$ cat src/rtl/fetch_stage_pkg.sv
// Shared definitions for the instruction-fetch stage: instruction width,
// bubble encoding, reset PC, PC stride and the per-edge fetch action decode.
package fetch_stage_pkg;

    localparam int unsigned INSTRUCTION_LEN = 32;
    localparam logic [INSTRUCTION_LEN-1:0] NOP_INSTR = 32'hE000_0000;
    localparam logic [INSTRUCTION_LEN-1:0] RESET_PC  = 32'h0000_0000;
    localparam logic [INSTRUCTION_LEN-1:0] PC_STEP   = 32'd4;

    typedef enum logic [1:0] {
        FETCH_RESET,
        FETCH_REDIRECT,
        FETCH_HOLD,
        FETCH_ADVANCE
    } fetch_action_e;

    // Priority: reset, then taken branch (which overrides a stall), then stall.
    function automatic fetch_action_e fetch_action(
        input logic rst,
        input logic branch_taken,
        input logic freeze
    );
        if (rst) begin
            return FETCH_RESET;
        end else if (branch_taken) begin
            return FETCH_REDIRECT;
        end else if (freeze) begin
            return FETCH_HOLD;
        end else begin
            return FETCH_ADVANCE;
        end
    endfunction

endpackage

$ cat src/rtl/fetch_stage_if_id_register.sv
// IF/ID pipeline register: synchronous reset or flush loads a bubble,
// freeze holds the current contents.
module if_id_register #(
    parameter int unsigned ADDR_W    = 32,
    parameter int unsigned INSTR_W   = 32,
    parameter logic [INSTR_W-1:0] NOP_INSTR = 32'hE000_0000
) (
    input  logic               clk,
    input  logic               rst,
    input  logic               freeze,
    input  logic               flush,
    input  logic [ADDR_W-1:0]  pc_in,
    input  logic [INSTR_W-1:0] instruction_in,
    input  logic               valid_in,
    output logic [ADDR_W-1:0]  pc_out,
    output logic [INSTR_W-1:0] instruction_out,
    output logic               valid_out
);

    logic [ADDR_W-1:0]  pc_d, pc_q;
    logic [INSTR_W-1:0] instruction_d, instruction_q;
    logic               valid_d, valid_q;

    always_comb begin
        pc_d          = pc_q;
        instruction_d = instruction_q;
        valid_d       = valid_q;
        if (rst || flush) begin
            pc_d          = '0;
            instruction_d = NOP_INSTR;
            valid_d       = 1'b0;
        end else if (!freeze) begin
            pc_d          = pc_in;
            instruction_d = instruction_in;
            valid_d       = valid_in;
        end
    end

    always_ff @(posedge clk) begin
        pc_q          <= pc_d;
        instruction_q <= instruction_d;
        valid_q       <= valid_d;
    end

    assign pc_out          = pc_q;
    assign instruction_out = instruction_q;
    assign valid_out       = valid_q;

endmodule

$ cat src/rtl/fetch_stage.sv
// Instruction-fetch stage: owns the PC, drives the instruction memory read
// port and loads the IF/ID register; counts instructions passed to decode.
module fetch_stage #(
    parameter int unsigned ADDR_W    = fetch_stage_pkg::INSTRUCTION_LEN,
    parameter int unsigned INSTR_W   = fetch_stage_pkg::INSTRUCTION_LEN,
    parameter logic [ADDR_W-1:0]  RESET_PC  = fetch_stage_pkg::RESET_PC,
    parameter logic [INSTR_W-1:0] NOP_INSTR = fetch_stage_pkg::NOP_INSTR
) (
    input  logic               clk,
    input  logic               rst,
    input  logic               freeze,
    input  logic               branch_taken,
    input  logic [ADDR_W-1:0]  branch_addr,
    output logic [ADDR_W-1:0]  imem_address,
    output logic               imem_mem_read,
    output logic               imem_mem_write,
    output logic [INSTR_W-1:0] imem_write_data,
    input  logic [INSTR_W-1:0] imem_read_data,
    output logic [ADDR_W-1:0]  pc_out,
    output logic [INSTR_W-1:0] instruction_out,
    output logic               valid_out,
    output logic [31:0]        fetch_count
);

    import fetch_stage_pkg::*;

    fetch_action_e     action;
    logic [ADDR_W-1:0] pc_d, pc_q;
    logic [ADDR_W-1:0] pc_plus_step;
    logic [31:0]       fetch_count_d, fetch_count_q;

    assign action       = fetch_action(rst, branch_taken, freeze);
    assign pc_plus_step = pc_q + ADDR_W'(PC_STEP);

    always_comb begin
        pc_d          = pc_q;
        fetch_count_d = fetch_count_q;
        unique case (action)
            FETCH_RESET: begin
                pc_d          = RESET_PC;
                fetch_count_d = '0;
            end
            FETCH_REDIRECT: begin
                pc_d = {branch_addr[ADDR_W-1:2], 2'b00};
            end
            FETCH_HOLD: begin
            end
            FETCH_ADVANCE: begin
                pc_d          = pc_plus_step;
                fetch_count_d = fetch_count_q + 32'd1;
            end
            default: begin
            end
        endcase
    end

    always_ff @(posedge clk) begin
        pc_q          <= pc_d;
        fetch_count_q <= fetch_count_d;
    end

    if_id_register #(
        .ADDR_W    (ADDR_W),
        .INSTR_W   (INSTR_W),
        .NOP_INSTR (NOP_INSTR)
    ) u_if_id (
        .clk             (clk),
        .rst             (rst),
        .freeze          (freeze),
        .flush           (branch_taken),
        .pc_in           (pc_plus_step),
        .instruction_in  (imem_read_data),
        .valid_in        (1'b1),
        .pc_out          (pc_out),
        .instruction_out (instruction_out),
        .valid_out       (valid_out)
    );

    // Memory preloads while rst is high, so no read is issued then.
    assign imem_address    = pc_q;
    assign imem_mem_read   = ~rst;
    assign imem_mem_write  = 1'b0;
    assign imem_write_data = '0;
    assign fetch_count     = fetch_count_q;

endmodule

$ cat config.mk
export PLATFORM = sky130hd
export DESIGN_NAME = fetch_stage
export DESIGN_NICKNAME = d
export VERILOG_FILES = /design/src/rtl/fetch_stage_pkg.sv /design/src/rtl/fetch_stage_if_id_register.sv /design/src/rtl/fetch_stage.sv
export SDC_FILE = /design/constraint.sdc
export NUM_CORES = 1
export LEC_CHECK = 0
export CORE_MARGIN = 8
export CORE_UTILIZATION = 44
export DETAILED_ROUTE_END_ITERATION = 7
export GPL_TIMING_DRIVEN = 0
export PLACE_DENSITY = 0.8
export SYNTH_ARGS = -nofsm -noshare
export SYNTH_HDL_FRONTEND = slang
export SYNTH_SLANG_ARGS = --single-unit
export TNS_END_PERCENT = 10
$ cat constraint.sdc
create_clock -name clk -period 3.6 [get_ports clk]
set_input_delay 0.72 -clock clk [delete_from_list [all_inputs] [get_ports clk]]
set_output_delay 0.72 -clock clk [all_outputs]
set_load 0.05 [all_outputs]
==> Word level (Yosys, flattened, before mapping) <==
Index checks and enable logic that the tools add are counted.
{ "word_totals": {"register_bits": 129, "out_inout_bits": 163} }
{ "classes": {"addsub": 2, "n_eq_ne": 2, "n_mux": 5, "n_bitwise": 1, "reduce_logical": 4} }
{ "op_table": {"columns": ["op", "count"], "rows": [
  ["$pmux W32 S3", 1],
  ["$pmux W32 S2", 1],
  ["$add A32 B1 Y32 const B", 1],
  ["$add A32 B3 Y32 const B", 1],
  ["$mux W2", 2],
  ["$reduce_bool A3 Y1", 1],
  ["$eq A2 B1 Y1 const B", 1],
  ["$eq A2 B2 Y1 const B", 1],
  ["$logic_not A2 Y1", 1],
  ["$reduce_bool A2 Y1", 1],
  ["$logic_or A1 B1 Y1", 1],
  ["$mux W1", 1],
  ["$not A1 Y1", 1]
]} }

==> Depth between registers and ports, before layout <==
Gate-level depths: netlist of the first run.
{ "logic_depth": {"word_depth": 5, "mapped_depth": 8, "depth_no_buf": 6} }

==> Modules after synthesis <==
Synthesis of the first run repeated with hierarchy kept, for this count alone.
{ "hier_totals": {"cells_unflattened": 557, "area_unflattened_um2": 6169.7} }
{ "by_module_without_submodules": {"columns": ["mod", "instances", "cells_each", "area_each_um2", "seq_area_each_um2"], "rows": [
  ["fetch_stage", 1, 346, 3857.4, 1861.8],
  ["if_id_register", 1, 211, 2312.2, 1301.2]
]} }

==> Worst setup path after synthesis of the first run <==
Ideal clock, no wire load.
{ "synth_path": {"path_kind": "in2reg", "startpoint": "input port freeze", "endpoint": "register fetch_count_q[0] (netlist: fetch_count[0]) (enable)", "arrival_time_ns": 2.309, "required_ns": 3.213, "setup_slack_ns": 0.905, "stages": 5, "cell_sequence": "clkbuf_1 > clkbuf_1 > a21oi_1 > ha_1 > inv_1"} }
{ "synth_between": {"elab_chain_cells": 5, "elab_cells_between_ends": 6, "classes_between": "eq/ne: 1; mux: 3; reduce/logical: 2"} }
{ "synth_lines": {"columns": ["item", "line_no", "source"], "rows": [
  ["from (decl)", "fetch_stage.sv:11", "input logic freeze,"],
  ["$mux W1 (*)", "fetch_stage_pkg.sv:27", "end else if (freeze) begin"],
  ["$mux W2 (*)", "fetch_stage_pkg.sv:25", "end else if (branch_taken) begin"],
  ["$mux W2 (*)", "fetch_stage_pkg.sv:23", "if (rst) begin"],
  ["$eq A2 B2 Y1 / $logic_not A2 Y1 (equally long branches)", "fetch_stage.sv:38", "unique case (action)"],
  ["$reduce_bool A2 Y1 (no line) (*)", null, null],
  ["to (signal assigned)", "fetch_stage.sv:59", "fetch_count_q <= fetch_count_d;"],
  ["to (decl)", "fetch_stage.sv:30", "logic [31:0] fetch_count_d, fetch_count_q;"]
]} }
Mark *: on every way between the ends. The rest lies on a longest branch, timed or not.
A chain may end at the register's enable or synchronous reset.

==> Worst setup path after layout of the first run <==
{ "layout_path": {"startpoint": "input port freeze", "endpoint": "register fetch_count_q[10] (netlist: fetch_count[10]) (enable)"} }
The elaborated chain is that of the path after synthesis.

==> results.yml, run 1 <==
drt:
  vias_per_cell: 5.046
  drc: 0
  routed_wl_mm: 17.77
  dr_total_vias: 5137
  first_pass_iters: 7
  wl_per_cell_um: 17.46
  drtAntennaViolNets: 0
  dr.first_iter.drc_count: 285
layout:
  drive_above_1_share: 0.09026
  nets: 901
  final_core_util: 0.6647
  antenna_cells: 0
  syn2layout_area_growth_pct: 46.60
clocking:
  cts_setup_buffers: 0
  numCtsBuffers: 17
  clock_path_buffers: 2
  ctsHoldBuffers: 0
  cts_tree: "built"
  clock_latency_ns: 0.41
  clock-sinks: 125
  cts_max_level: 4
  cts_root_buf: "clkbuf_16"
  clk_pin_slew_worst_paths_ns: 0.05
  ctsResizeCount: 0
yosys:
  syn-cell-area_sq_mm: 0.006028
  synthTopCellsByArea: "edfxtp_1 31%, dfxtp_1 21%, mux2i_1 7.3%"
  yosysTopAreaCell: "edfxtp_1"
  synth_top_area_share: 0.3088
  syn_inst: 584
  postSynthRegisterBits: 125
  avgSynthCellArea_sq_um: 10.32
  synth.distinct_cells: 35
  ys_seq_area_frac: 0.5181
  synth_warnings: 0
sta:
  finalHoldViolCount: 0
  slew_viol_final: 0
  max_freq_mhz: 328.9
  min_period_ns: 3.041
  fin_skew_ns: 0.006271
  setup_viol: 0
  rsz0062_at_grt: "false"
  fin_tns_setup_ns: 0
  finalCritPeriodShare: 0.8447
  slew-limit-headroom: 0.1622
  timing_worst_slew_pin_value_ns: 1.255
place:
  place_congestion: 0.8073
  port_buffers: 190
  dp_hpwl_mm: 13.55
floorplanning:
  core_area_sq_mm: 0.01330
  die_width_um: 133.1
  rows: 42
  dieArea_sq_mm: 0.01770
  io_pins: 231
  die_y_um: 133.1
  initial_core_util: 0.4534
outcome:
  status: "finished, final reports clean"
setup_path:
  critical_path.endpoint_type: "register"
  reg2reg_depth: 5
  cp-start-kind: "input pin"
  r2r-end: "fetch_count[31]$_SDFFCE_PP0P_"
  path_common_cell: "clkbuf_1"
  required_ns: 3.62
  cp_top_family: "buffers and inverters"
  reg2reg_from: "fetch_count[15]$_SDFFCE_PP0P_"
  path_buf_inv: 3
  slowest_delay_ns: 0.90
  path_max_fanout: 32
  crit_arrival_ns: 3.06
  worstSetupPathType: "in2reg"
  crit_chain: "clkbuf_1, clkbuf_1, a21oi_1, ha_1, inv_1"
  r2r_slack_ns: 1.14
  slowest_stage: "inv_1"
global_route:
  met1_usage: 0.2290
  grt_antenna_before_repair: 0
  grt_pass1_vias: 5115
  grt.busiest_layer: "met2"
  grt_max_degree: 33
  grt_use_met2: 0.3292
  grt_usage: 0.1989
  met3_usage: 0.07192
  grt_pass1_wl_mm: 28.05
  overflow: 0
job:
  maxCapViolations: 0
power:
  p_leak_uw: 0.003443
  p_per_area_mw_per_mm2: 471.1
  finalPower_uw: 4163
  vdd_drop_max_mv: 0.2966
min_path:
  min_path_type: "reg2reg"
  hold_depth: 2
  hold-path-endpoint: "u_if_id.valid_out$_SDFFE_PP0N_"
  worstHoldStart: "u_if_id.valid_out$_SDFFE_PP0N_"
## how the worst max path moves through the flow
stage,from,endpoint,slack [ns],cells past startpoint
after global placement,freeze,fetch_count[26]$_SDFFCE_PP0P_,0.17,5
after detailed placement,freeze,fetch_count[10]$_SDFFCE_PP0P_,0.13,5
after global routing,freeze,fetch_count[10]$_SDFFCE_PP0P_,0.38,5
after floorplan,freeze,fetch_count[0]$_SDFFCE_PP0P_,0.90,5
after CTS,freeze,fetch_count[10]$_SDFFCE_PP0P_,0.57,5
final,freeze,fetch_count[10]$_SDFFCE_PP0P_,0.56,5
## layout make-up
class | count | area (sq um)
multi-input combinational | 399 | 2539
fill | 1025 | 4458
tap | 176 | 220.2
timing repair buffer | 190 | 1902
clock buffer | 25 | 516.7
clock inverter | 7 | 35.03
buffer | 66 | 389.1
inverter | 30 | 112.6
sequential | 125 | 3123
## per-layer routing
metal  part of all wire  up-vias
met3              0.083       27
met4              0.020        0
met1               0.41     2432
met5                  0        -
li1                   -     2474
met2               0.48      204
## metrics by stage
stage               hold WS (ns)  setup slack (ns)  cell area (sq um)  std cells
floorplan                 0.6677            0.9049               6163        620
global placement          0.4451            0.1733               8285        986
detailed placement        0.4532            0.1344               8285        986
CTS                       0.4585            0.5748               8837       1018
global route              0.4935            0.3775               8837       1018
finish                    0.4579            0.5591               8837       1018
## registers in the layout, summed over array words and instances, names as in the netlist
name and count:
fetch_count 32, u_if_id.instruction_out 32, imem_address 30, u_if_id.pc_out 30, u_if_id.valid_out 1
## cells in the final DEF (no fill, tap or decap), types with 18 or more instances in the layout
cell             synthesis  layout
a21oi_1                 23      23
a22o_1                  29      29
buf_4                   37      37
clkbuf_1                21      24
clkbuf_16                0      18
clkdlybuf4s50_1          0     190
conb_1                   1      37
dfxtp_1                 63      63
edfxtp_1                62      62
inv_1                   30      30
mux2i_1                 44      44
nand2_1                 23      23
nand3_1                 21      21
nand4_1                 19      19
nor2_1                  76      76
xnor2_1                 37      37
## Yosys cell counts
| cell | number |
|---|---|
| inv_1 | 30 |
| o21a_1 | 15 |
| xnor2_1 | 37 |
| and4_1 | 2 |
| or4_4 | 1 |
| o21ai_0 | 6 |
| dfxtp_1 | 63 |
| nor2_1 | 76 |
| buf_1 | 6 |
| xor2_1 | 16 |
| mux2i_1 | 44 |
| edfxtp_1 | 62 |
| nand2_1 | 23 |
| or3_1 | 6 |
| conb_1 | 1 |
| and2_1 | 4 |
| buf_2 | 2 |
| nand4_1 | 19 |
| nand3_1 | 21 |
| a21oi_1 | 23 |
| buf_4 | 37 |
| nand4_2 | 1 |
| o211a_1 | 1 |
| a22o_1 | 29 |
| or4b_4 | 1 |
| nor4_2 | 3 |
| nand3_2 | 1 |
| clkbuf_1 | 21 |
| nor2b_1 | 1 |
| nor4_1 | 6 |
| nor3_1 | 15 |
| ha_1 | 4 |
| nand2b_1 | 1 |
| and3_1 | 5 |
| or2_2 | 1 |
## tightest hold or removal path, stage by stage (launching register included)
cell and delay [ns]:
dfxtp_1 0.31, inv_1 0.05, a21oi_1 0.05
## cell families (layout without fill, tap and decap cells)
kind of cell	after synthesis	after routing	synth area share
simple gates	187	187	0.1532
flops	125	125	0.5181
buf+inv	96	318	0.08323
compound gates	74	74	0.08655
xor+xnor	53	53	0.07700
mux	44	44	0.07306
fa+ha+maj	4	4	0.008303
other cells	1	37	0.0006221
## power breakdown
group / switching [uW] / internal, uW
logic: 585 / 315
clock network: 585 / 985
registers: 95.3 / 1600
total: 1270 / 2900
No activity file was read; power rests on OpenSTA's default activity.
==> inputs of run 2 (changes only) <==
Clock period 3.6 ns to 2.9 ns, I/O delays scaled along.
==> run 2 against run 1 <==
Net effect:
- core utilization hardly changed
- sequential power rose by 24%
- count of clock-buffer cells in the layout unchanged
- critical path depth stayed put
- first-iteration DRC count is 1.8% lower
- largest cell class unchanged
- sequential share of layout area about the same
- clock power grew 24%
- non-clock buffer count did not move
- power increased by 24%
==> results.yml, run 2 (same netlist as run 1, synthesis figures left out) <==
sta:
  setup_viol: 0
  finalHoldViolCount: 0
  slew-limit-headroom: 0.2236
  min_period_ns: 2.673
  fin_hold_ws_ns: 0.4579
  slew_viol_final: 0
  max_freq_mhz: 374.2
  fin_skew_ns: 0.005903
  rsz0062_at_grt: "false"
  timing_worst_slew_pin_value_ns: 1.163
  finalCritPeriodShare: 0.9216
power:
  switching_power_uw: 1573
  switching_share: 0.3043
  power_frac_seq: 0.406
  p_clk_frac: 0.377
  vdd_drop_max_mv: 0.3682
  p_int_uw: 3597
  p_leak_uw: 0.003439
  pwr-share-comb: 0.216
  finalPower_uw: 5171
  p_per_area_mw_per_mm2: 584.8
min_path:
  min_path_type: "reg2reg"
  worstHoldStart: "u_if_id.valid_out$_SDFFE_PP0N_"
global_route:
  grt_pass1_wl_mm: 28.05
  grt_max_degree: 33
  grt.busiest_layer: "met2"
  grt_antenna_before_repair: 0
  overflow: 0
  met3_usage: 0.07192
  grt_pass1_vias: 5115
  grt_use_met2: 0.3292
  met1_usage: 0.2290
  grt_usage: 0.1989
setup_path:
  required_ns: 2.84
  path_buf_inv: 3
  critical_path.endpoint_type: "register"
  cp-start-kind: "input pin"
  worstSetupPathType: "in2reg"
  slowest_stage: "clkinvlp_4"
  crit_path_start: "freeze"
  crit_arrival_ns: 2.61
  crit_chain: "clkbuf_1, clkbuf_1, a21oi_1, ha_1, clkinvlp_4"
  slowest_delay_ns: 0.56
  path_max_fanout: 32
  path_common_cell: "clkbuf_1"
  reg2reg_from: "fetch_count[15]$_SDFFCE_PP0P_"
  cp_top_family: "buffers and inverters"
clocking:
  cts_max_level: 4
  cts_setup_buffers: 0
  cts_root_buf: "clkbuf_16"
  clk_pin_slew_worst_paths_ns: 0.05
  numCtsBuffers: 17
  clock-sinks: 125
  cts_tree: "built"
  clock_latency_ns: 0.41
  clock_path_buffers: 2
drt:
  dr_total_vias: 5149
  vias_per_cell: 5.058
  routed_wl_mm: 17.72
  dr.first_iter.drc_count: 280
  wl_per_cell_um: 17.41
  drc: 0
  drtAntennaViolNets: 0
  first_pass_iters: 7
layout:
  drive_above_1_share: 0.09145
  nets: 901
  multi_input_area_sq_mm: 0.002539
  layout_common_cells: "190 x clkdlybuf4s50_1, 76 x nor2_1, 63 x dfxtp_1"
  syn2layout_area_growth_pct: 46.66
  fillCellCount: 1025
  regArea_sq_mm: 0.003123
  final_common_cell: "clkdlybuf4s50_1"
  antenna_cells: 0
job:
  maxCapViolations: 0
floorplanning:
  io_pins: 231
  die_y_um: 133.1
  core_area_sq_mm: 0.01330
  initial_core_util: 0.4534
  dieArea_sq_mm: 0.01770
  rows: 42
  die_width_um: 133.1
place:
  dp_hpwl_mm: 13.55
  place_congestion: 0.8073
  port_buffers: 190
outcome:
  status: "finished, final reports clean"
[run 2: cell types whose count changed in the layout (fill, tap and decap cells not counted), sizes merged]
| cell | before | now |
|---|---|---|
| clkinvlp | 0 | 1 |
| inv | 30 | 29 |
[run 2: per-layer routing]
layer | part of all wire | up-vias | wire, um
li1 | - | 2475 | -
met1 | 0.41 | 2444 | 7316
met2 | 0.48 | 203 | 8590
met3 | 0.082 | 27 | 1452
met4 | 0.020 | 0 | 360
met5 | 0 | - | 0
[run 2: per-stage QoR]
step	util	instances	TNS (ns)	worst slack [ns]	instance area [sq um]
2_1_floorplan	-	620	0	0.3449	6163
3_3_place_gp	0.6232	986	-16.22	-0.3867	8285
3_5_place_dp	0.6232	986	-19.57	-0.4256	8285
4_1_cts	0.6647	1018	0	0.01477	8837
5_1_grt	0.6650	1018	0	0.01412	8841
6_report	0.6650	1018	0	0.2275	8841
[run 2: worst paths after layout]
check             depth (start not counted)                        endpoint  slack, ns
setup / recovery                          5    fetch_count[9]$_SDFFCE_PP0P_       0.23
hold / removal                            2  u_if_id.valid_out$_SDFFE_PP0N_       0.46
setup reg to reg                          5   fetch_count[31]$_SDFFCE_PP0P_       0.49
hold reg to reg                           2  u_if_id.valid_out$_SDFFE_PP0N_       0.46
[run 2: area by class of cell]
cell class / count / share of cell area
timing repair buffer: 190 / 0.2151
tap: 176 / 0.02491
clock inverter: 7 / 0.003963
inverter: 30 / 0.01316
sequential: 125 / 0.3532
buffer: 66 / 0.04401
multi-input combinational: 399 / 0.2871
clock buffer: 25 / 0.05845
[run 2: timing repair]
action,in CTS,in global routing
hold buffers,0,0
gates resized for setup,0,1
endpoints found under the setup margin,0,32
[run 2: worst register-to-register path, stage by stage, from the launching register on]
cell and delay [ns]:
edfxtp_1 0.44, nand4_1 0.40, nor4_1 0.54, or4b_4 0.52, xnor2_1 0.13, and2_1 0.15
[run 2: power groups by stage]
stage	clock, uW	sequential [uW]	combinational, uW
3_3_place_gp	0	2120	1110
2_1_floorplan	0	2480	371
5_1_grt	2060	2120	1170
3_5_place_dp	0	2130	1120
6_report	1950	2100	1120
4_1_cts	1980	2100	1120
